==> src/rtl/ad1xx_mon_pkg.sv <==
// Shared types and sizing helpers for the ad1xx run monitor.
package ad1xx_mon_pkg;

  typedef enum logic [2:0] {
    ST_RUN,
    ST_REQ,
    ST_WAIT,
    ST_OUT,
    ST_DONE
  } mon_state_t;

  localparam int DEFAULT_XLEN   = 32;
  localparam int BYTES_PER_WORD = DEFAULT_XLEN / 8;

  // Width of dump_index: one spare bit so DUMP_WORDS itself is representable.
  function automatic int index_width(input int words);
    return $clog2(words) + 1;
  endfunction

  // Counter width that never collapses to zero bits.
  function automatic int count_width(input int n);
    return (n <= 1) ? 1 : $clog2(n);
  endfunction

endpackage

==> src/rtl/halt_dump_monitor_loop_detector.sv <==
// Self-loop detector: counts consecutive retirements of an identical {pc, inst}
// and pulses when the run length reaches HALT_REPEATS.
module loop_detector
  import ad1xx_mon_pkg::*;
#(
  parameter int XLEN         = 32,
  parameter int HALT_REPEATS = 4
) (
  input  logic            clk,
  input  logic            rst,
  input  logic            enable,
  input  logic            retire,
  input  logic [XLEN-1:0] pc,
  input  logic [XLEN-1:0] inst,
  output logic            halted_pulse
);

  localparam int CW = count_width(HALT_REPEATS + 1);

  logic            seen_q;
  logic [XLEN-1:0] pc_q;
  logic [XLEN-1:0] inst_q;
  logic [CW-1:0]   count_q;
  logic            match;

  assign match = seen_q && (pc == pc_q) && (inst == inst_q);

  // Combinational so the halt is registered on the same edge as the final retire.
  assign halted_pulse = enable && retire && match &&
                        (count_q >= CW'(HALT_REPEATS - 1));

  always_ff @(posedge clk or posedge rst) begin
    if (rst) begin
      seen_q  <= 1'b0;
      pc_q    <= '0;
      inst_q  <= '0;
      count_q <= '0;
    end else if (enable && retire) begin
      seen_q <= 1'b1;
      if (match) begin
        if (count_q != CW'(HALT_REPEATS)) count_q <= count_q + 1'b1;
      end else begin
        count_q <= CW'(1);
        pc_q    <= pc;
        inst_q  <= inst;
      end
    end
  end

endmodule

==> src/rtl/halt_dump_monitor.sv <==
// Run monitor: detects halt or timeout on the retire stream, then dumps a
// window of byte-wide RAM as little-endian words over a valid/ready port.
module halt_dump_monitor
  import ad1xx_mon_pkg::*;
#(
  parameter int XLEN           = DEFAULT_XLEN,
  parameter int ADDR_W         = 16,
  parameter int HALT_REPEATS   = 4,
  parameter int TIMEOUT_CYCLES = 100000,
  parameter int DUMP_BASE      = 0,
  parameter int DUMP_WORDS     = 4
) (
  input  logic                                 clk,
  input  logic                                 reset,
  input  logic                                 retire,
  input  logic [XLEN-1:0]                      pc,
  input  logic [XLEN-1:0]                      inst,
  output logic                                 mem_req,
  output logic [ADDR_W-1:0]                    mem_addr,
  input  logic                                 mem_ack,
  input  logic [7:0]                           mem_rdata,
  output logic                                 dump_valid,
  input  logic                                 dump_ready,
  output logic [index_width(DUMP_WORDS)-1:0]   dump_index,
  output logic [XLEN-1:0]                      dump_data,
  output logic                                 halted,
  output logic                                 timed_out,
  output logic                                 done,
  output logic [31:0]                          cycle_count
);

  localparam int BPW = XLEN / 8;
  localparam int BW  = count_width(BPW);
  localparam int IW  = index_width(DUMP_WORDS);

  mon_state_t      state_q;
  mon_state_t      next_state;
  logic [BW-1:0]   byte_q;
  logic [IW-1:0]   word_q;
  logic [XLEN-1:0] asm_q;

  logic halt_pulse;
  logic timeout_hit;
  logic last_byte;
  logic last_word;
  logic set_halt;
  logic set_timeout;
  logic take_byte;
  logic accept;

  loop_detector #(
    .XLEN         (XLEN),
    .HALT_REPEATS (HALT_REPEATS)
  ) u_loop (
    .clk          (clk),
    .rst          (reset),
    .enable       (state_q == ST_RUN),
    .retire       (retire),
    .pc           (pc),
    .inst         (inst),
    .halted_pulse (halt_pulse)
  );

  assign timeout_hit = (TIMEOUT_CYCLES != 0) &&
                       (cycle_count == 32'(TIMEOUT_CYCLES - 1));
  assign last_byte   = (byte_q == BW'(BPW - 1));
  assign last_word   = (word_q == IW'(DUMP_WORDS - 1));

  // Address wraps modulo 2^ADDR_W; driven only while a byte fetch is in flight.
  assign mem_addr = (state_q == ST_REQ || state_q == ST_WAIT)
                  ? ADDR_W'(DUMP_BASE) + ADDR_W'(word_q) * ADDR_W'(BPW) + ADDR_W'(byte_q)
                  : '0;

  assign dump_data  = asm_q;
  assign dump_index = word_q;

  always_ff @(posedge clk or posedge reset) begin
    if (reset) state_q <= ST_RUN;
    else       state_q <= next_state;
  end

  always_comb begin
    next_state  = state_q;
    mem_req     = 1'b0;
    dump_valid  = 1'b0;
    done        = 1'b0;
    set_halt    = 1'b0;
    set_timeout = 1'b0;
    take_byte   = 1'b0;
    accept      = 1'b0;
    case (state_q)
      ST_RUN: begin
        // Halt has priority over a coincident timeout.
        if (halt_pulse) begin
          set_halt   = 1'b1;
          next_state = ST_REQ;
        end else if (timeout_hit) begin
          set_timeout = 1'b1;
          next_state  = ST_REQ;
        end
      end
      ST_REQ: begin
        mem_req    = 1'b1;
        next_state = ST_WAIT;
      end
      ST_WAIT: begin
        if (mem_ack) begin
          take_byte  = 1'b1;
          next_state = last_byte ? ST_OUT : ST_REQ;
        end
      end
      ST_OUT: begin
        dump_valid = 1'b1;
        if (dump_ready) begin
          accept     = 1'b1;
          next_state = last_word ? ST_DONE : ST_REQ;
        end
      end
      ST_DONE: begin
        done = 1'b1;
      end
      default: next_state = ST_RUN;
    endcase
  end

  always_ff @(posedge clk or posedge reset) begin
    if (reset) begin
      byte_q      <= '0;
      word_q      <= '0;
      asm_q       <= '0;
      halted      <= 1'b0;
      timed_out   <= 1'b0;
      cycle_count <= '0;
    end else begin
      if (state_q == ST_RUN && cycle_count != '1) cycle_count <= cycle_count + 1'b1;
      if (set_halt)    halted    <= 1'b1;
      if (set_timeout) timed_out <= 1'b1;
      if (take_byte) begin
        asm_q[8*byte_q +: 8] <= mem_rdata;
        if (!last_byte) byte_q <= byte_q + 1'b1;
      end
      if (accept) begin
        byte_q <= '0;
        if (!last_word) word_q <= word_q + 1'b1;
      end
    end
  end

endmodule

==> config.mk <==
export PLATFORM = sky130hd
export DESIGN_NAME = halt_dump_monitor
export DESIGN_NICKNAME = d
export VERILOG_FILES = /design/src/rtl/ad1xx_mon_pkg.sv /design/src/rtl/halt_dump_monitor_loop_detector.sv /design/src/rtl/halt_dump_monitor.sv
export SDC_FILE = /design/constraint.sdc
export NUM_CORES = 1
export LEC_CHECK = 0
export CAP_MARGIN = 20
export CORE_ASPECT_RATIO = 1.75
export CORE_MARGIN = 8
export CORE_UTILIZATION = 50
export CTS_CLUSTER_DIAMETER = 100
export DETAILED_ROUTE_END_ITERATION = 8
export GPL_TIMING_DRIVEN = 0
export PLACE_DENSITY = 0.92
export SYNTH_ARGS = -nofsm -noshare
export SYNTH_HDL_FRONTEND = slang
export SYNTH_HIERARCHICAL = 1
export SYNTH_SLANG_ARGS = --single-unit
==> constraint.sdc <==
create_clock -name clk -period 3.5 [get_ports clk]
set_clock_uncertainty 0.1 [all_clocks]
set_input_delay 0.525 -clock clk [delete_from_list [all_inputs] [get_ports clk]]
set_output_delay 0.525 -clock clk [all_outputs]
set_load 0.005 [all_outputs]
Word level (Yosys, flattened, before mapping)
Index checks and enable logic that the tools add are counted.
W data, S select, Z words.
{ "word_totals": {"register_bits": 142, "inputBits": 77, "output_inout_bits": 88, "word_cells": 79} }
{ "classes": {"addsub": 6, "magnitude_cmp": 1, "eq_ne": 16, "shifts": 2, "n_mux": 26, "bitwise": 3, "n_reduce_logical": 14} }
{ "ops": {"columns": ["op", "count"], "rows": [
  ["$eq A32 B32 Y1", 2],
  ["$neg A5 Y34", 1],
  ["$shift A8 B34 Y32 const A", 1],
  ["$shiftx A8 B34 Y32", 1],
  ["$add A32 B1 Y32 const B", 1],
  ["$bwmux W32", 1],
  ["$eq A32 B17 Y1 const B", 1],
  ["$ne A32 B32 Y1 const B", 1],
  ["$mux W3", 7],
  ["$pmux W3 S5", 1],
  ["$mux W1", 12],
  ["$eq A3 B2 Y1 const B", 3],
  ["$mux W2", 4],
  ["$reduce_and A2 Y1", 4],
  ["$add A3 B1 Y3 const B", 2],
  ["$add A5 B2 Y6", 1],
  ["$logic_and A1 B1 Y1", 6],
  ["$mux W6", 1],
  ["$ne A2 B2 Y1 const B", 3],
  ["$ne A3 B3 Y1 const B", 2],
  ["$reduce_and A4 Y1", 1],
  ["$eq A3 B1 Y1 const B", 1],
  ["$eq A3 B3 Y1 const B", 1],
  ["$ge A3 B2 Y1 const B", 1],
  ["7 further kinds", 9]
]} }

Longest topological paths before layout
{ "logic_depth": {"depth_word": 7, "mapped_depth": 9, "depth_no_buf": 8} }

Hierarchy
Netlist, hierarchy kept.
{ "by_module_without_submodules": {"columns": ["module", "instances", "cells_per_inst", "area_each_um2", "seq_area_each_um2"], "rows": [
  ["halt_dump_monitor", 1, 379, 3652.3, 1851.8],
  ["loop_detector", 1, 283, 3494.6, 1701.6]
]} }

Least setup slack after synthesis
Ideal clock, no wire load.
{ "synth_path": {"path_type": "register to register", "startpoint": "register state_q[0]", "endpoint": "register u_loop.inst_q[0]", "setup_ns": 0.128, "arrival_ns": 2.200, "required_time_ns": 3.272, "path_slack_ns": 1.073, "path_stages_with_launch": 10, "n_path_buf": 4, "synth_period_minus_slack_ns": 2.427, "cell_sequence": "dfrtp_1 > clkbuf_1 > or3_1 > clkbuf_1 > inv_1 > clkbuf_1 > and2_1 > o21ai_2 > buf_4 > mux2_1"} }
{ "synth_via": {"elab_chain_cells": 3} }
{ "synth_rtl": {"columns": ["element", "line", "text"], "rows": [
  ["start: declaration", "halt_dump_monitor.sv:36", "mon_state_t state_q;"],
  ["start signal: assignment", "halt_dump_monitor.sv:79", "else state_q <= next_state;"],
  ["$logic_not A3 Y1", "halt_dump_monitor.sv:57", ".enable (state_q == ST_RUN),"],
  ["$logic_and A1 B1 Y1", "halt_dump_monitor_loop_detector.sv:38", "end else if (enable && retire) begin"],
  ["$reduce_and A2 Y1 (no source line)", null, null],
  ["end signal: assignment", "halt_dump_monitor_loop_detector.sv:45", "inst_q <= inst;"],
  ["end: declaration", "halt_dump_monitor_loop_detector.sv:22", "logic [XLEN-1:0] inst_q;"]
]} }
No other way between the ends.
A chain may end at the register's enable or synchronous reset.

Final worst setup path
{ "layout_path": {"startpoint": "input port inst[12]", "endpoint": "register state_q[0]"} }
{ "layout_via": {"elab_chain_cells": 6, "word_cells_on_any_way": 8, "classes_between": "eq/ne: 2; mux: 2; reduce/logical: 4"} }
{ "layout_rtl": {"columns": ["element", "line", "text"], "rows": [
  ["start: declaration", "halt_dump_monitor.sv:17", "input logic [XLEN-1:0] inst,"],
  ["$eq A32 B32 Y1 *", "halt_dump_monitor_loop_detector.sv:26", "assign match = seen_q && (pc == pc_q) && (inst == inst_q);"],
  ["$logic_and A1 B1 Y1 *", "halt_dump_monitor_loop_detector.sv:26", null],
  ["$logic_and A1 B1 Y1 * (2 in a row)", "halt_dump_monitor_loop_detector.sv:29", "assign halted_pulse = enable && retire && match &&"],
  ["net halt_pulse", "halt_dump_monitor.sv:42", "logic halt_pulse;"],
  ["$mux W3 / $ne A3 B3 Y1 (equally long branches)", null, null],
  ["$pmux W3 S5 / $reduce_and A4 Y1 (equally long branches)", null, null]
]} }
Mark *: on every way through the listed nets, which the timed path passes. The rest lies on a longest branch.

==> run_results.csv <==
group,metric,value,unit
worst_setup_path,crit-reg2reg-launch,"state_q[0]",
worst_setup_path,cp_top_family,"simple AND/OR/NAND/NOR gates",
grt,grt_start_max_net_pins,73,
logic_synthesis,yosys.cell_types.count,47,
worst_setup_path,critical_path_peak_fanout,5,
clocking,root_buffer,"sky130_fd_sc_hd__clkbuf_16",
logic_synthesis,synth_top_flop_cell,"sky130_fd_sc_hd__dfrtp_1",
power_and_ir_drop,leak_pwr,4.050,nW
outcome,outcome,"finished, final reports clean",
cells_and_area,finalNetCount,933,
placed_design,placement_stage_cell_area,8974,sq um
sta,hold_viol_final,0,
worst_setup_path,crit_chain,"clkdlybuf4s50_1 -> xnor2_1 -> nand4_1 -> nor4_1 -> nand3_1 -> or2_2 -> nor3_1 -> nor3_1 -> o32ai_1",
placed_design,globalplace.congestion,0.9580,
logic_synthesis,synth_seq_area_share,0.4972,
logic_synthesis,most_common_cell_in_the_netlist,"sky130_fd_sc_hd__dfrtp_1",
placed_design,placedCellCount,1006,
worst_setup_path,timing_worst_setup_path_type,"input port to flip-flop",
floorplanning,chipWidth,106.4,um
clocking,clk_transition_reported_paths,0.06,ns
clocking,buffer_depth_of_the_longest_clock_path,2,
grt,antenna_found_initial,0,
worst_setup_path,timing.critical_path.to_type,"flip-flop",
logic_synthesis,synth-async-reset-ratio,1.000,
worst_setup_path,regToRegEndpoint,"state_q[0]",
sta,setup_repair_after_global_routing_missed_its_margin,"no",
sta,final.setup.worst_slack,0.2491,ns
worst_setup_path,slowest_delay,0.55,ns
clocking,hold_buffers,0,
worst_setup_path,path_buf_inv,1,
sta,timing.final.setup_violations,0,
placed_design,dpl_worst_slack,-0.1557,ns
placed_design,io_buffer_count,153,
power_and_ir_drop,power.density,704.4,nW/um^2
worst_setup_path,critPathRequiredTime,3.71,ns
cells_and_area,post_route_cells_drive_above_1_share,0.07343,
worst_setup_path,reg2regPathDepth,9,
drt,vias,5628,
worst_setup_path,startpoint_class_of_the_critical_path,"input port",
cells_and_area,synthToLayoutAreaGrowth,33.89,%
sta,slew-limit-headroom,0.3781,
grt,grt_use_total,0.2108,
floorplanning,design.die.area,18530,sq um
logic_synthesis,synth_area_per_cell,10.80,sq um
clocking,cts_resized,0,
drt,final_routed_wire_length_divided_by_cell_count,18.56,um
drt,drt-pass1-iter-count,4,
worst_setup_path,critical_path_cell_count,9,
clocking,clk_latency,0.41,ns
logic_synthesis,synthesis.area,7147,sq um
worst_setup_path,crit_arrival,3.46,ns
sta,fin_crit,3.251,ns
sta,worst_pin_slew,0.9309,ns
floorplanning,die_h,174.2,um
grt,global_route_wire_length_before_repair,30960,um
worst_hold_path,min_path_type,"input port to asynchronous set/reset pin",
clocking,cts_setup_buffers,0,
placed_design,post-dp-hpwl,14650,um
sta,finalCritPeriodShare,0.9288,
grt,via_count_of_the_first_global_routing_pass,6075,
cells_and_area,non_filler_cells_in_the_finished_layout,1038,
logic_synthesis,most_frequent_cells_after_synthesis,"sky130_fd_sc_hd__dfrtp_1, sky130_fd_sc_hd__nand2_1, sky130_fd_sc_hd__mux2_1, sky130_fd_sc_hd__xnor2_1, sky130_fd_sc_hd__o21ai_0",
grt,globalRoute.totalOverflow,0,
drt,drt.antenna.violating_nets,0,
worst_setup_path,cpMaxStageDelayCell,"sky130_fd_sc_hd__nor4_1",
drt,route.detailed.drc,0,
power_and_ir_drop,max-vdd-ir-drop,0.4646,mV
floorplanning,fp-row-count,58,
cells_and_area,antenna-diode-count,0,
logic_synthesis,netlist_top_cells_area,"sky130_fd_sc_hd__dfrtp_1, sky130_fd_sc_hd__mux2_1, sky130_fd_sc_hd__xnor2_1",
logic_synthesis,synthesis.instances,662,
drt,routed_vias_inst,5.422,
floorplanning,io-pin-count,165,
sta,max_clock_freq,0.3076,GHz
clocking,clock_sinks,142,
sta,finalSetupTns,0,ns
cells_and_area,finish.instance_area,9569,sq um
sta,maxSlewViolCount,0,
clocking,cts_tree,"built",
cells_and_area,filler_cell_count,1027,
logic_synthesis,yosys_warnings,6,
logic_synthesis,synth_edf_count,0,
clocking,cts-buffers-inserted,17,
drt,dr.first_iter.drc_count,297,
logic_synthesis,synth_top_area_cell,"sky130_fd_sc_hd__dfrtp_1",
floorplanning,floorplan.initialDensity,0.5050,
flow_run,drv_cap,0,
logic_synthesis,synth.ff_latch_count,142,
clocking,cts-htree-levels,4,
drt,routed_wl,19270,um
floorplanning,placeableCoreArea,14150,sq um
logic_synthesis,yosys.area.top_type_share,0.4972,
worst_setup_path,reg2reg_setup_slack,0.38,ns
worst_setup_path,cpMostUsedCell,"sky130_fd_sc_hd__nor3_1",
==> area by class of cell <==
class | instances | area (sq um) | share of cell area
plain buffers | 31 | 192.7 | 0.02014
clock buffers | 19 | 442.9 | 0.04629
clock inverters | 13 | 152.6 | 0.01595
inverters | 16 | 65.06 | 0.006799
multi-input cells | 483 | 3378 | 0.3530
flip-flops and latches | 142 | 3553 | 0.3713
well taps | 180 | 225.2 | 0.02354
repair buffers | 154 | 1559 | 0.1629
==> layer usage <==
metal / share of wire / vias to the layer above / global-route usage
li1: - / 2656 / -
met1: 0.36 / 2732 / 0.2127
met3: 0.062 / 25 / 0.05710
met4: 0.019 / 0 / 0.08142
met5: 0 / - / 0
met2: 0.56 / 215 / 0.3942
==> sequential cells by signal, indices dropped and copies added, names as in the netlist <==
| signal | flops |
|---|---|
| byte_q | 2 |
| cycle_count | 32 |
| dump_data | 32 |
| dump_index | 3 |
| halted | 1 |
| state_q | 3 |
| timed_out | 1 |
| u_loop/count_q | 3 |
| u_loop/inst_q | 32 |
| u_loop/pc_q | 32 |
| u_loop/seen_q | 1 |
==> worst register-to-register path: stages (launching register included) <==
cell and delay (ns):
sky130_fd_sc_hd__dfrtp_1 0.37, sky130_fd_sc_hd__clkbuf_1 0.21, sky130_fd_sc_hd__or3_1 0.38, sky130_fd_sc_hd__clkbuf_1 0.19
sky130_fd_sc_hd__inv_1 0.11, sky130_fd_sc_hd__clkbuf_1 0.48, sky130_fd_sc_hd__nand2_1 0.25, sky130_fd_sc_hd__nor3_1 0.55
sky130_fd_sc_hd__nor3_1 0.14, sky130_fd_sc_hd__o32ai_1 0.25
==> metrics by stage <==
stage	power [mW]	hold slack, ns	util
after floorplan	3.963	0.3510	-
after global placement	4.800	0.3426	0.6318
after global routing	7.135	0.3178	0.6762
after detailed placement	4.962	0.3599	0.6341
after CTS	6.810	0.2920	0.6762
final	6.741	0.3088	0.6762
==> kinds of logic after synthesis <==
kind of cell / synth area share
AOI/OAI and AO/OA: 0.04709
and+or+nand+nor: 0.1910
other: 0.0005247
xor gates and xnor gates: 0.1029
adders and majority gates: 0.01926
muxes: 0.1066
buffers and inverters: 0.03536
DFF: 0.4972
==> power by group <==
| group | leakage [nW] | switching, mW | internal, mW |
|---|---|---|---|
| registers | 1.80 | 0.408 | 2.20 |
| clock network | 0.282 | 0.726 | 1.08 |
| logic | 1.96 | 1.08 | 1.24 |
| total | 4.05 | 2.21 | 4.53 |
==> worst max path at each step <==
stage | from | endpoint | slack [ns]
after floorplan | reset | byte_q[0] | 0.99
after global placement | reset | cycle_count[4] | -0.25
after detailed placement | inst[1] | state_q[0] | -0.16
after CTS | pc[16] | state_q[0] | 0.26
after global routing | inst[12] | state_q[0] | 0.11
final | inst[12] | state_q[0] | 0.25
==> cell usage in the layout, fill, tap and decap left out, types with 5 or more instances in the layout <==
| cell type | count |
|---|---|
| sky130_fd_sc_hd__nor2_1 | 14 |
| sky130_fd_sc_hd__conb_1 | 11 |
| sky130_fd_sc_hd__nand2b_1 | 23 |
| sky130_fd_sc_hd__nand4_1 | 24 |
| sky130_fd_sc_hd__xnor2_1 | 55 |
| sky130_fd_sc_hd__ha_1 | 11 |
| sky130_fd_sc_hd__nor3_1 | 21 |
| sky130_fd_sc_hd__nor3b_1 | 8 |
| sky130_fd_sc_hd__mux2_1 | 63 |
| sky130_fd_sc_hd__nand3_1 | 23 |
| sky130_fd_sc_hd__xor2_1 | 29 |
| sky130_fd_sc_hd__clkbuf_16 | 17 |
| sky130_fd_sc_hd__buf_4 | 18 |
| sky130_fd_sc_hd__clkdlybuf4s50_1 | 153 |
| sky130_fd_sc_hd__nand2_1 | 87 |
| sky130_fd_sc_hd__inv_6 | 5 |
| sky130_fd_sc_hd__dfrtp_1 | 142 |
| sky130_fd_sc_hd__inv_1 | 14 |
| sky130_fd_sc_hd__clkbuf_1 | 12 |
| sky130_fd_sc_hd__nor4_1 | 19 |
| sky130_fd_sc_hd__nor2b_1 | 5 |
| sky130_fd_sc_hd__o21ai_0 | 36 |
Power figures use the tool's default switching activity.
